**src/rtl/overlay_ctrl_pkg.sv**
```systemverilog
// Shared constants for the overlay control master: register map, status/ctrl bits,
// error codes and AXI response encodings.
package overlay_ctrl_pkg;

  localparam logic [7:0] RegCtrl   = 8'h00;
  localparam logic [7:0] RegStatus = 8'h04;
  localparam logic [7:0] RegWidth  = 8'h08;
  localparam logic [7:0] RegHeigth = 8'h0C;
  localparam logic [7:0] RegHloc   = 8'h10;
  localparam logic [7:0] RegVloc   = 8'h14;

  localparam int unsigned CtrlRunBit    = 0;
  localparam int unsigned StatusDoneBit = 0;
  localparam int unsigned NumWrites     = 5;

  localparam logic [1:0] RespOkay   = 2'b00;
  localparam logic [1:0] RespSlverr = 2'b10;

  typedef enum logic [1:0] {
    ErrNone    = 2'd0,
    ErrBresp   = 2'd1,
    ErrTimeout = 2'd2
  } err_code_e;

  // Register offset for each step of the programming sequence.
  function automatic logic [7:0] wr_offset(input logic [2:0] idx);
    case (idx)
      3'd0:    return RegWidth;
      3'd1:    return RegHeigth;
      3'd2:    return RegHloc;
      3'd3:    return RegVloc;
      default: return RegCtrl;
    endcase
  endfunction

endpackage

```
**src/rtl/overlay_ctrl_master_if.sv**
```systemverilog
// AXI4-Lite channel bundle between the overlay control master and its slave.
interface overlay_ctrl_master_if #(
  parameter int unsigned AddrWidth = 8,
  parameter int unsigned DataWidth = 32
) ();
  logic [AddrWidth-1:0] awaddr;
  logic                 awvalid;
  logic                 awready;
  logic [DataWidth-1:0] wdata;
  logic                 wvalid;
  logic                 wready;
  logic [1:0]           bresp;
  logic                 bvalid;
  logic                 bready;
  logic [AddrWidth-1:0] araddr;
  logic                 arvalid;
  logic                 arready;
  logic [DataWidth-1:0] rdata;
  logic                 rvalid;
  logic                 rready;

  modport master (
    output awaddr, awvalid, wdata, wvalid, bready, araddr, arvalid, rready,
    input  awready, wready, bresp, bvalid, arready, rdata, rvalid
  );

  modport slave (
    input  awaddr, awvalid, wdata, wvalid, bready, araddr, arvalid, rready,
    output awready, wready, bresp, bvalid, arready, rdata, rvalid
  );
endinterface

```
**src/rtl/axil_single_master.sv**
```systemverilog
// Single-beat AXI4-Lite engine: one write or read at a time, AW and W complete independently.
module axil_single_master #(
  parameter int unsigned AddrWidth = 8,
  parameter int unsigned DataWidth = 32
) (
  input  logic                 axi_aclk,
  input  logic                 axi_aresetn,
  input  logic                 wr_start_i,
  input  logic                 rd_start_i,
  input  logic [AddrWidth-1:0] addr_i,
  input  logic [DataWidth-1:0] wdata_i,
  output logic                 wr_done_o,
  output logic [1:0]           bresp_o,
  output logic                 rd_done_o,
  output logic [DataWidth-1:0] rdata_o,
  overlay_ctrl_master_if.master axi
);

  typedef enum logic [2:0] {PhIdle, PhWrite, PhWrResp, PhRdAddr, PhRdData} phase_e;

  phase_e               phase_q, phase_d;
  logic                 awvalid_q, awvalid_d;
  logic                 wvalid_q, wvalid_d;
  logic                 arvalid_q, arvalid_d;
  logic [AddrWidth-1:0] awaddr_q, awaddr_d;
  logic [AddrWidth-1:0] araddr_q, araddr_d;
  logic [DataWidth-1:0] wdata_q, wdata_d;
  logic                 free;

  assign wr_done_o = (phase_q == PhWrResp) && axi.bvalid;
  assign rd_done_o = (phase_q == PhRdData) && axi.rvalid;
  assign bresp_o   = axi.bresp;
  assign rdata_o   = axi.rdata;
  // A new request may be accepted in the very cycle the previous one completes.
  assign free      = (phase_q == PhIdle) || wr_done_o || rd_done_o;

  always_comb begin
    phase_d   = phase_q;
    awvalid_d = awvalid_q;
    wvalid_d  = wvalid_q;
    arvalid_d = arvalid_q;
    awaddr_d  = awaddr_q;
    araddr_d  = araddr_q;
    wdata_d   = wdata_q;
    unique case (phase_q)
      PhWrite: begin
        if (axi.awready) awvalid_d = 1'b0;
        if (axi.wready)  wvalid_d  = 1'b0;
        if ((!awvalid_q || axi.awready) && (!wvalid_q || axi.wready)) phase_d = PhWrResp;
      end
      PhWrResp: if (wr_done_o) phase_d = PhIdle;
      PhRdAddr: begin
        if (axi.arready) begin
          arvalid_d = 1'b0;
          phase_d   = PhRdData;
        end
      end
      PhRdData: if (rd_done_o) phase_d = PhIdle;
      default: ;
    endcase
    if (free && wr_start_i) begin
      phase_d   = PhWrite;
      awvalid_d = 1'b1;
      wvalid_d  = 1'b1;
      awaddr_d  = addr_i;
      wdata_d   = wdata_i;
    end else if (free && rd_start_i) begin
      phase_d   = PhRdAddr;
      arvalid_d = 1'b1;
      araddr_d  = addr_i;
    end
  end

  always_ff @(posedge axi_aclk or negedge axi_aresetn) begin
    if (!axi_aresetn) begin
      phase_q   <= PhIdle;
      awvalid_q <= 1'b0;
      wvalid_q  <= 1'b0;
      arvalid_q <= 1'b0;
      awaddr_q  <= '0;
      araddr_q  <= '0;
      wdata_q   <= '0;
    end else begin
      phase_q   <= phase_d;
      awvalid_q <= awvalid_d;
      wvalid_q  <= wvalid_d;
      arvalid_q <= arvalid_d;
      awaddr_q  <= awaddr_d;
      araddr_q  <= araddr_d;
      wdata_q   <= wdata_d;
    end
  end

  assign axi.awvalid = awvalid_q;
  assign axi.awaddr  = awaddr_q;
  assign axi.wvalid  = wvalid_q;
  assign axi.wdata   = wdata_q;
  assign axi.bready  = (phase_q == PhWrResp);
  assign axi.arvalid = arvalid_q;
  assign axi.araddr  = araddr_q;
  assign axi.rready  = (phase_q == PhRdData);

endmodule

```
**src/rtl/overlay_ctrl_master.sv**
```systemverilog
// Programs the overlay control slave (geometry then CTRL.run) and polls STATUS.done
// with a bounded number of reads, reporting success or the failure cause.
module overlay_ctrl_master
  import overlay_ctrl_pkg::*;
#(
  parameter int unsigned AddrWidth    = 8,
  parameter int unsigned DataWidth    = 32,
  parameter int unsigned PollInterval = 16,
  parameter int unsigned PollTimeout  = 1024
) (
  input  logic                 axi_aclk,
  input  logic                 axi_aresetn,
  input  logic                 start_i,
  input  logic [DataWidth-1:0] cfg_width_i,
  input  logic [DataWidth-1:0] cfg_heigth_i,
  input  logic [DataWidth-1:0] cfg_hlocation_i,
  input  logic [DataWidth-1:0] cfg_vlocation_i,
  output logic                 busy_o,
  output logic                 done_o,
  output logic                 error_o,
  output logic [1:0]           error_code_o,
  overlay_ctrl_master_if.master axi
);

  typedef enum logic [2:0] {StIdle, StWrite, StRead, StWait, StOk, StErr} state_e;

  localparam int unsigned PollCntW = $clog2(PollTimeout + 1);
  localparam int unsigned WaitCntW = $clog2(PollInterval + 1);
  localparam logic [PollCntW-1:0]  PollLast   = PollCntW'(PollTimeout - 1);
  localparam logic [WaitCntW-1:0]  WaitLast   = WaitCntW'(PollInterval - 1);
  localparam logic [2:0]           LastIdx    = 3'(NumWrites - 1);
  localparam logic [DataWidth-1:0] CtrlRunVal = DataWidth'(1) << CtrlRunBit;

  state_e               state_q, state_d;
  logic [2:0]           idx_q, idx_d, idx_inc;
  logic [DataWidth-1:0] width_q, width_d, heigth_q, heigth_d;
  logic [DataWidth-1:0] hloc_q, hloc_d, vloc_q, vloc_d;
  logic [PollCntW-1:0]  poll_cnt_q, poll_cnt_d;
  logic [WaitCntW-1:0]  wait_cnt_q, wait_cnt_d;
  logic                 error_q, error_d;
  err_code_e            err_code_q, err_code_d;

  logic                 wr_start, rd_start, wr_done, rd_done;
  logic [AddrWidth-1:0] req_addr;
  logic [DataWidth-1:0] req_wdata, next_wdata, rd_rdata;
  logic [1:0]           bresp;
  logic                 unused_rdata;

  assign idx_inc      = idx_q + 3'd1;
  assign unused_rdata = ^rd_rdata;

  always_comb begin
    case (idx_inc)
      3'd1:    next_wdata = heigth_q;
      3'd2:    next_wdata = hloc_q;
      3'd3:    next_wdata = vloc_q;
      default: next_wdata = CtrlRunVal;
    endcase
  end

  always_comb begin
    state_d    = state_q;
    idx_d      = idx_q;
    width_d    = width_q;
    heigth_d   = heigth_q;
    hloc_d     = hloc_q;
    vloc_d     = vloc_q;
    poll_cnt_d = poll_cnt_q;
    wait_cnt_d = wait_cnt_q;
    error_d    = error_q;
    err_code_d = err_code_q;
    wr_start   = 1'b0;
    rd_start   = 1'b0;
    req_addr   = AddrWidth'(RegStatus);
    req_wdata  = '0;
    unique case (state_q)
      StIdle: begin
        if (start_i) begin
          // First write uses the live cfg value; the shadows are loaded in the same cycle.
          width_d    = cfg_width_i;
          heigth_d   = cfg_heigth_i;
          hloc_d     = cfg_hlocation_i;
          vloc_d     = cfg_vlocation_i;
          error_d    = 1'b0;
          err_code_d = ErrNone;
          idx_d      = '0;
          wr_start   = 1'b1;
          req_addr   = AddrWidth'(wr_offset(3'd0));
          req_wdata  = cfg_width_i;
          state_d    = StWrite;
        end
      end
      StWrite: begin
        if (wr_done) begin
          if (bresp != RespOkay) begin
            error_d    = 1'b1;
            err_code_d = ErrBresp;
            state_d    = StErr;
          end else if (idx_q != LastIdx) begin
            idx_d     = idx_inc;
            wr_start  = 1'b1;
            req_addr  = AddrWidth'(wr_offset(idx_inc));
            req_wdata = next_wdata;
          end else begin
            rd_start   = 1'b1;
            poll_cnt_d = '0;
            wait_cnt_d = '0;
            state_d    = StRead;
          end
        end
      end
      StRead: begin
        if (rd_done) begin
          if (rd_rdata[StatusDoneBit]) begin
            state_d = StOk;
          end else if (poll_cnt_q == PollLast) begin
            error_d    = 1'b1;
            err_code_d = ErrTimeout;
            state_d    = StErr;
          end else begin
            poll_cnt_d = poll_cnt_q + 1'b1;
            wait_cnt_d = '0;
            state_d    = StWait;
          end
        end
      end
      StWait: begin
        if (wait_cnt_q == WaitLast) begin
          rd_start = 1'b1;
          state_d  = StRead;
        end else begin
          wait_cnt_d = wait_cnt_q + 1'b1;
        end
      end
      StOk, StErr: state_d = StIdle;
      default:     state_d = StIdle;
    endcase
  end

  always_ff @(posedge axi_aclk or negedge axi_aresetn) begin
    if (!axi_aresetn) begin
      state_q    <= StIdle;
      idx_q      <= '0;
      width_q    <= '0;
      heigth_q   <= '0;
      hloc_q     <= '0;
      vloc_q     <= '0;
      poll_cnt_q <= '0;
      wait_cnt_q <= '0;
      error_q    <= 1'b0;
      err_code_q <= ErrNone;
    end else begin
      state_q    <= state_d;
      idx_q      <= idx_d;
      width_q    <= width_d;
      heigth_q   <= heigth_d;
      hloc_q     <= hloc_d;
      vloc_q     <= vloc_d;
      poll_cnt_q <= poll_cnt_d;
      wait_cnt_q <= wait_cnt_d;
      error_q    <= error_d;
      err_code_q <= err_code_d;
    end
  end

  assign busy_o       = (state_q == StWrite) || (state_q == StRead) || (state_q == StWait);
  assign done_o       = (state_q == StOk) || (state_q == StErr);
  assign error_o      = error_q;
  assign error_code_o = err_code_q;

  axil_single_master #(
    .AddrWidth(AddrWidth),
    .DataWidth(DataWidth)
  ) u_engine (
    .axi_aclk   (axi_aclk),
    .axi_aresetn(axi_aresetn),
    .wr_start_i (wr_start),
    .rd_start_i (rd_start),
    .addr_i     (req_addr),
    .wdata_i    (req_wdata),
    .wr_done_o  (wr_done),
    .bresp_o    (bresp),
    .rd_done_o  (rd_done),
    .rdata_o    (rd_rdata),
    .axi        (axi)
  );

endmodule

```
**src/flat_wrapper.sv**
```systemverilog
// flat-port wrapper written by rule: the top's interface ports become plain ports
module overlay_ctrl_master_flat import overlay_ctrl_pkg::*;
#(
  parameter int unsigned AddrWidth    = 8,
  parameter int unsigned DataWidth    = 32,
  parameter int unsigned PollInterval = 16,
  parameter int unsigned PollTimeout  = 1024
)
  (axi_aclk, axi_aresetn, start_i, cfg_width_i, cfg_heigth_i, cfg_hlocation_i, cfg_vlocation_i, busy_o, done_o, error_o, error_code_o, axi_awaddr, axi_awvalid, axi_wdata, axi_wvalid, axi_bready, axi_araddr, axi_arvalid, axi_rready, axi_awready, axi_wready, axi_bresp, axi_bvalid, axi_arready, axi_rdata, axi_rvalid);
  overlay_ctrl_master_if #(.AddrWidth(AddrWidth), .DataWidth(DataWidth)) axi_i ();
  input  logic axi_aclk;
  input  logic axi_aresetn;
  input  logic start_i;
  input  logic [DataWidth-1:0] cfg_width_i;
  input  logic [DataWidth-1:0] cfg_heigth_i;
  input  logic [DataWidth-1:0] cfg_hlocation_i;
  input  logic [DataWidth-1:0] cfg_vlocation_i;
  output logic busy_o;
  output logic done_o;
  output logic error_o;
  output logic [1:0] error_code_o;
  output wire logic [$bits(axi_i.awaddr)-1:0] axi_awaddr;
  output wire logic [$bits(axi_i.awvalid)-1:0] axi_awvalid;
  output wire logic [$bits(axi_i.wdata)-1:0] axi_wdata;
  output wire logic [$bits(axi_i.wvalid)-1:0] axi_wvalid;
  output wire logic [$bits(axi_i.bready)-1:0] axi_bready;
  output wire logic [$bits(axi_i.araddr)-1:0] axi_araddr;
  output wire logic [$bits(axi_i.arvalid)-1:0] axi_arvalid;
  output wire logic [$bits(axi_i.rready)-1:0] axi_rready;
  input wire logic [$bits(axi_i.awready)-1:0] axi_awready;
  input wire logic [$bits(axi_i.wready)-1:0] axi_wready;
  input wire logic [$bits(axi_i.bresp)-1:0] axi_bresp;
  input wire logic [$bits(axi_i.bvalid)-1:0] axi_bvalid;
  input wire logic [$bits(axi_i.arready)-1:0] axi_arready;
  input wire logic [$bits(axi_i.rdata)-1:0] axi_rdata;
  input wire logic [$bits(axi_i.rvalid)-1:0] axi_rvalid;
  assign axi_awaddr = axi_i.awaddr;
  assign axi_awvalid = axi_i.awvalid;
  assign axi_wdata = axi_i.wdata;
  assign axi_wvalid = axi_i.wvalid;
  assign axi_bready = axi_i.bready;
  assign axi_araddr = axi_i.araddr;
  assign axi_arvalid = axi_i.arvalid;
  assign axi_rready = axi_i.rready;
  assign axi_i.awready = axi_awready;
  assign axi_i.wready = axi_wready;
  assign axi_i.bresp = axi_bresp;
  assign axi_i.bvalid = axi_bvalid;
  assign axi_i.arready = axi_arready;
  assign axi_i.rdata = axi_rdata;
  assign axi_i.rvalid = axi_rvalid;
  overlay_ctrl_master #(.AddrWidth(AddrWidth), .DataWidth(DataWidth), .PollInterval(PollInterval), .PollTimeout(PollTimeout)) u_core (.axi_aclk(axi_aclk), .axi_aresetn(axi_aresetn), .start_i(start_i), .cfg_width_i(cfg_width_i), .cfg_heigth_i(cfg_heigth_i), .cfg_hlocation_i(cfg_hlocation_i), .cfg_vlocation_i(cfg_vlocation_i), .busy_o(busy_o), .done_o(done_o), .error_o(error_o), .error_code_o(error_code_o), .axi(axi_i));
endmodule
```
**config.mk**
```make
export PLATFORM = sky130hd
export DESIGN_NAME = overlay_ctrl_master_flat
export DESIGN_NICKNAME = d
export VERILOG_FILES = /design/src/rtl/overlay_ctrl_pkg.sv /design/src/rtl/overlay_ctrl_master_if.sv /design/src/rtl/axil_single_master.sv /design/src/rtl/overlay_ctrl_master.sv /design/src/flat_wrapper.sv
export SDC_FILE = /design/constraint.sdc
export NUM_CORES = 1
export LEC_CHECK = 0
export BUFFER_PORTS_ARGS = -buffer_cell sky130_fd_sc_hd__buf_2
export CAP_MARGIN = 20
export CORE_MARGIN = 4
export CORE_UTILIZATION = 45
export DETAILED_ROUTE_END_ITERATION = 7
export GPL_TIMING_DRIVEN = 0
export PLACE_DENSITY = 0.71
export SLEW_MARGIN = 30
export SYNTH_ARGS = -nofsm -noshare
export SYNTH_HDL_FRONTEND = slang
export SYNTH_SLANG_ARGS = --single-unit
```
**constraint.sdc**
```tcl
create_clock -name axi_aclk -period 2 [get_ports axi_aclk]
set_input_delay 0.2 -clock axi_aclk [delete_from_list [all_inputs] [get_ports axi_aclk]]
set_output_delay 0.2 -clock axi_aclk [all_outputs]
set_load 0.01 [all_outputs]
```
# == After elaboration in Yosys (flattened, before gate mapping) ==
# Cells that the tools add are included.
# word_totals
wordCells,170
regBits,175
input_bits,170
# classes
n_eq_ne,32
add_sub_neg,3
n_bitwise,1
reduce_logical,36
mux,82
# ops
cell,count
$mux W32,4
$pmux W32 S3,1
$mux W11,6
$pmux W32 S2,1
$mux W3,18
$mux W5,7
$mux W1,24
$mux W8,3
$pmux W3 S4,2
$pmux W11 S2,1
$pmux W5 S4,1
$eq A3 B2 Y1 const B,6
$ne A2 B2 Y1 const B,8
$pmux W8 S2,1
$pmux W5 S3,1
$reduce_and A5 Y1,3
$reduce_and A7 Y1,2
$mux W2,6
$reduce_bool A2 Y1,6
$add A11 B1 Y11 const B,1
$eq A11 B10 Y1 const B,1
$eq A3 B1 Y1 const B,3
$eq A3 B3 Y1 const B,3
$logic_not A3 Y1,3
21 further kinds,42

# == Depth between registers and ports, before layout ==
# logic_depth
ltp_word,8
ltp_mapped,9
depth_no_buf,8

# == Cells and area by module ==
# From an unflattened synthesis, not the netlist that was laid out.
# hier_totals
cells_unflattened,907
hier_area_um2,8569.5
# by_module_without_submodules
module,seq_area_each_um2,instances,cells_each,area_each_um2
overlay_ctrl_master,3027.9,1,730,5992.0
axil_single_master,1351.3,1,177,2577.5

# == Least setup slack after synthesis ==
# Ideal clock, no wire load.
# synth_timing
path_type,reg-to-reg
from,register u_core.wait_cnt_q[0] (netlist name)
to,register u_core.poll_cnt_q[5]
period_less_slack_ps,2000
setup_slack_ps,0
arrival_time_ps,1867
stages_incl_launch_ff,10
setup_time_ps,133
n_path_buf,1
required_time_ps,1867
path_cell_list,dfrtp_1 ha_1 and3_1 ha_1 nand2_1 a32o_1 nand4_2 buf_6 o31ai_1 o41ai_1
# synth_rtl
element,line_no,source
to (signal assigned),overlay_ctrl_master.sv:159,poll_cnt_q <= poll_cnt_d;
to (decl),overlay_ctrl_master.sv:38,"logic [PollCntW-1:0] poll_cnt_q, poll_cnt_d;"

# == Worst setup path in the final report ==
# layout_timing
from,register u_core.wait_cnt_q[1]
to,register u_core.wait_cnt_q[3]
# layout_between
elab_chain_cells,3
# layout_rtl
element,line_no,source
from (decl),overlay_ctrl_master.sv:39,"logic [WaitCntW-1:0] wait_cnt_q, wait_cnt_d;"
from (signal assigned),overlay_ctrl_master.sv:160,wait_cnt_q <= wait_cnt_d;
$add A5 B1 Y5 or $eq A5 B4 Y1 (tied branches),"overlay_ctrl_master.sv:132, overlay_ctrl_master.sv:128",
$mux W5 or $ne A2 B2 Y1 (tied branches),-,
$pmux W5 S3 or $reduce_and A8 Y1 (tied branches),-,
# Several ways; a longest one is shown, not always the timed one. The select of a mux whose other input is x is not followed.
# A chain may end at the register's enable or synchronous reset.

==> summary.txt <==
Routing
  • Number of remaining DRC errors: 0
  • Avg WL per Cell: about 18 um
  • Routed vias: between 6000 and 7000
  • Number of vias per cell: between 5 and 6
  • First-pass iteration count of the detailed router: 5
  • Detail Route Antenna Nets: 0
  • Routed wire length: approximately 22000 um
  • 1st-iter DRT viols: between 400 and 500

Timing
  • Final period util: 103%
  • Max-slew violation count: 0
  • Final worst slack: -63.5 ps
  • Worst Skew: roughly 9.7 ps
  • Achievable Freq: approximately 0.48 GHz
  • Fin. Hold Viols: 0
  • Rel. slew slack: 59.8%
  • RSZ-0062 raised after global routing: yes
  • Tmin final: just over 2000 ps
  • Least-Margin Pin Slew: between 600 and 700 ps
  • Setup TNS: -64.7 ps
  • Final setup violation count: 2

Worst setup path
  • R2R Setup Slk: -60 ps
  • WP data required: 2360 ps
  • R2r startpoint: u_core.wait_cnt_q[1]
  • Crit. End Element: flip-flop
  • Reg2reg end: u_core.wait_cnt_q[3]
  • Worst-case reg-to-reg path depth: 9
  • Crit Path Max Fanout: 6
  • Crit start category: flip-flop
  • CP arrival: 2430 ps
  • CP Class: reg2reg

GRT
  • Vias in the first global route: between 6000 and 7000
  • First-pass GRT wire length: 35800 um
  • Grt met1 use: 30.3%
  • Pin count of the biggest net entering global routing: 88
  • GRT Util Overall: between 20% and 30%
  • Met3 Use GR: under 10%
  • Initial antenna violation count: 3
  • Most used routing layer: met2
  • Grt met2 use: 37.3%
  • Global route overflow: 0

Die
  • Chip width: between 100 and 150 um
  • Die area: 19200 um2
  • Starting Density: 46.2%
  • Core footprint: approximately 17000 um2
  • Core Rows: 47
  • Num ports: between 200 and 250
  • Die H: between 100 and 150 um

Clocking
  • Skew-Pair Late Insertion Delay: 430 ps
  • Clk slew on worst S/H paths: 70 ps
  • CTS tree: built
  • H-tree Lvls: 4
  • Root buf cell: clkbuf_16
  • CTS sink count: 165
  • CTS Buffer Depth: 2
  • Cts bufs inserted: 17

Power and ir drop
  • Leakage: slightly below 5 nW
  • Maximum VDD drop: roughly 900 uV
  • PD cells: 1410 nW/um2

Placed design
  • Port bufs: about 190
  • Post-place setup slack: -680 ps
  • Hpwl dp: 15500 um
  • GPL Wtd Cong: 0.839
  • Total placed instance area: between 8000 and 9000 um2

Layout
  • Most frequent cells in the layout: buf_2, dfrtp_1, nand2_1
  • Area of the multi-input gates: about 3500 um2
  • Most common cell after layout, fill and taps aside: buf_2
  • Final instance area: 10600 um2
  • Register area: roughly 4100 um2
  • Synthesis-to-layout area growth: 38.4%
  • Fraction of layout cells with a size suffix above 1: ~44%
  • Nets@finish: about 1200
  • Fill cells: 1340

Synthesis
  • Average cell area after synthesis: ~11 um2
  • Yosys reg bits: between 150 and 200
  • EDFF count, synth: 0
  • Synth Flop Type: dfrtp_1
  • Synthesized netlist cell count: 699
  • Synth Warn #: 0
  • Cell Area, Synth: roughly 7700 um2
  • Ys async rst share: between 90% and 100%
  • Post-synthesis sequential area ratio: a little over half
  • Netlist cell types: 57

Worst hold path
  • HP Start: cfg_vlocation_i[20]
  • Hold Path Stages: 2
  • WHS Endpoint: u_core.vloc_q[20]
  • Class of the tightest hold or removal check: in2reg

Job
  • Max-cap violation count: 0

Status
  • Status: finished with violations
  • Failing checks: setup timing
cells in the mapped netlist, types with 2 or more instances:
cell	count	share of area (%)
a21o_1	3	0.29
a21oi_1	6	0.39
a22oi_1	64	6.2
a31oi_1	3	0.24
and2_0	2	0.16
and2b_1	2	0.20
and3_1	3	0.24
buf_2	16	1.0
buf_4	10	0.98
buf_6	2	0.29
clkbuf_1	27	1.3
dfrtp_1	165	54
ha_1	8	1.3
inv_1	9	0.44
mux2_2	96	14
nand2_1	122	6.0
nand2b_1	3	0.24
nand3_1	14	0.91
nand3b_1	2	0.20
nand4b_1	2	0.23
nor2_1	22	1.1
nor2b_1	11	0.90
nor3_1	6	0.39
nor3b_1	3	0.29
o21a_1	2	0.20
o21ai_0	41	2.7
o21ai_1	7	0.46
o22ai_1	3	0.24
o31ai_1	17	1.7
timing repair:
action                                  in CTS  in global routing
gates cloned                                 0                  1
pin swaps                                   10                 14
endpoints found under the setup margin     150                134
hold buffers                                47                  3
setup buffers                               14                  5
hold endpoints to repair                   124                  3
gates resized for setup                     72                 79
layout make-up:
| class | count | area share [%] |
|---|---|---|
| Clock inverter | 10 | 1.14 |
| Sequential cell | 165 | 38.8 |
| Inverter | 9 | 0.317 |
| Multi-Input combinational cell | 478 | 33.2 |
| Tap cell | 220 | 2.59 |
| Clock buffer | 22 | 4.46 |
| Timing Repair Buffer | 255 | 15.2 |
| Buffer | 56 | 4.31 |
| Antenna cell | 1 | 0.0235 |
cells by family after synthesis:
family,synth area share (%)
flip-flops,53.7
AO/OA/AOI/OAI,13.7
buffers and inverters,4.12
other,0.0488
AND/OR/NAND/NOR,12.6
adder cells (fa/ha/maj),1.30
multiplexers,14.5
flip-flops by register name, indices dropped and copies added, names as in the netlist:
name	cells
u_core.heigth_q	32
u_core.hloc_q	32
u_core.u_engine.axi.wdata	32
u_core.vloc_q	32
u_core.poll_cnt_q	11
u_core.wait_cnt_q	5
u_core.idx_q	3
u_core.state_q	3
u_core.u_engine.axi.araddr	3
u_core.u_engine.axi.awaddr	3
u_core.u_engine.phase_q	3
u_core.error_code_o	2
u_core.error_o	1
u_core.u_engine.axi.arvalid	1
u_core.u_engine.axi.awvalid	1
u_core.u_engine.axi.wvalid	1
through the flow:
stage | util [%] | total power [mW] | hold slack, ps | cells
2_1_floorplan | - | 9.22 | -95.6 | 708
3_3_place_gp | 53.7 | 10.8 | 432 | 1114
3_5_place_dp | 53.9 | 11.0 | 236 | 1115
4_1_cts | 62.3 | 14.7 | 0.137 | 1207
5_1_grt | 64.0 | 16.0 | 1.47 | 1216
6_report | 64.0 | 15.0 | 8.96 | 1216
power by group:
part	internal (mW)	switching (mW)	leakage (nW)
sequential	4.86	0.909	2.06
combinational	3.00	2.91	2.63
clock	1.95	1.37	0.279
critical path, cell delays in order (launching register included):
cell	delay [ps]
dfrtp_1	380
ha_2	190
and3_4	190
ha_4	160
nand2_2	60
a32o_2	170
nand4_4	180
buf_6	170
or4_4	410
nand3_2	90
worst max path at each step:
stage	startpoint	endpoint	cells past startpoint
floorplan	u_core.wait_cnt_q[0]	u_core.poll_cnt_q[5]	9
global placement	axi_aresetn	u_core.vloc_q[21]	1
detailed placement	u_core.idx_q[0]	u_core.u_engine.axi.wdata[24]	9
CTS	u_core.idx_q[0]	u_core.u_engine.axi.wdata[9]	7
global route	u_core.wait_cnt_q[0]	u_core.wait_cnt_q[3]	9
finish	u_core.wait_cnt_q[1]	u_core.wait_cnt_q[3]	9
layer usage:
layer  vias to the layer above  wire length, um
li1                       3052                -
met1                      3151             9360
met2                       230            10800
met3                        34             1670
met4                         4              401
met5                         -               14
Note: power is estimated with default switching activity, not from simulation.
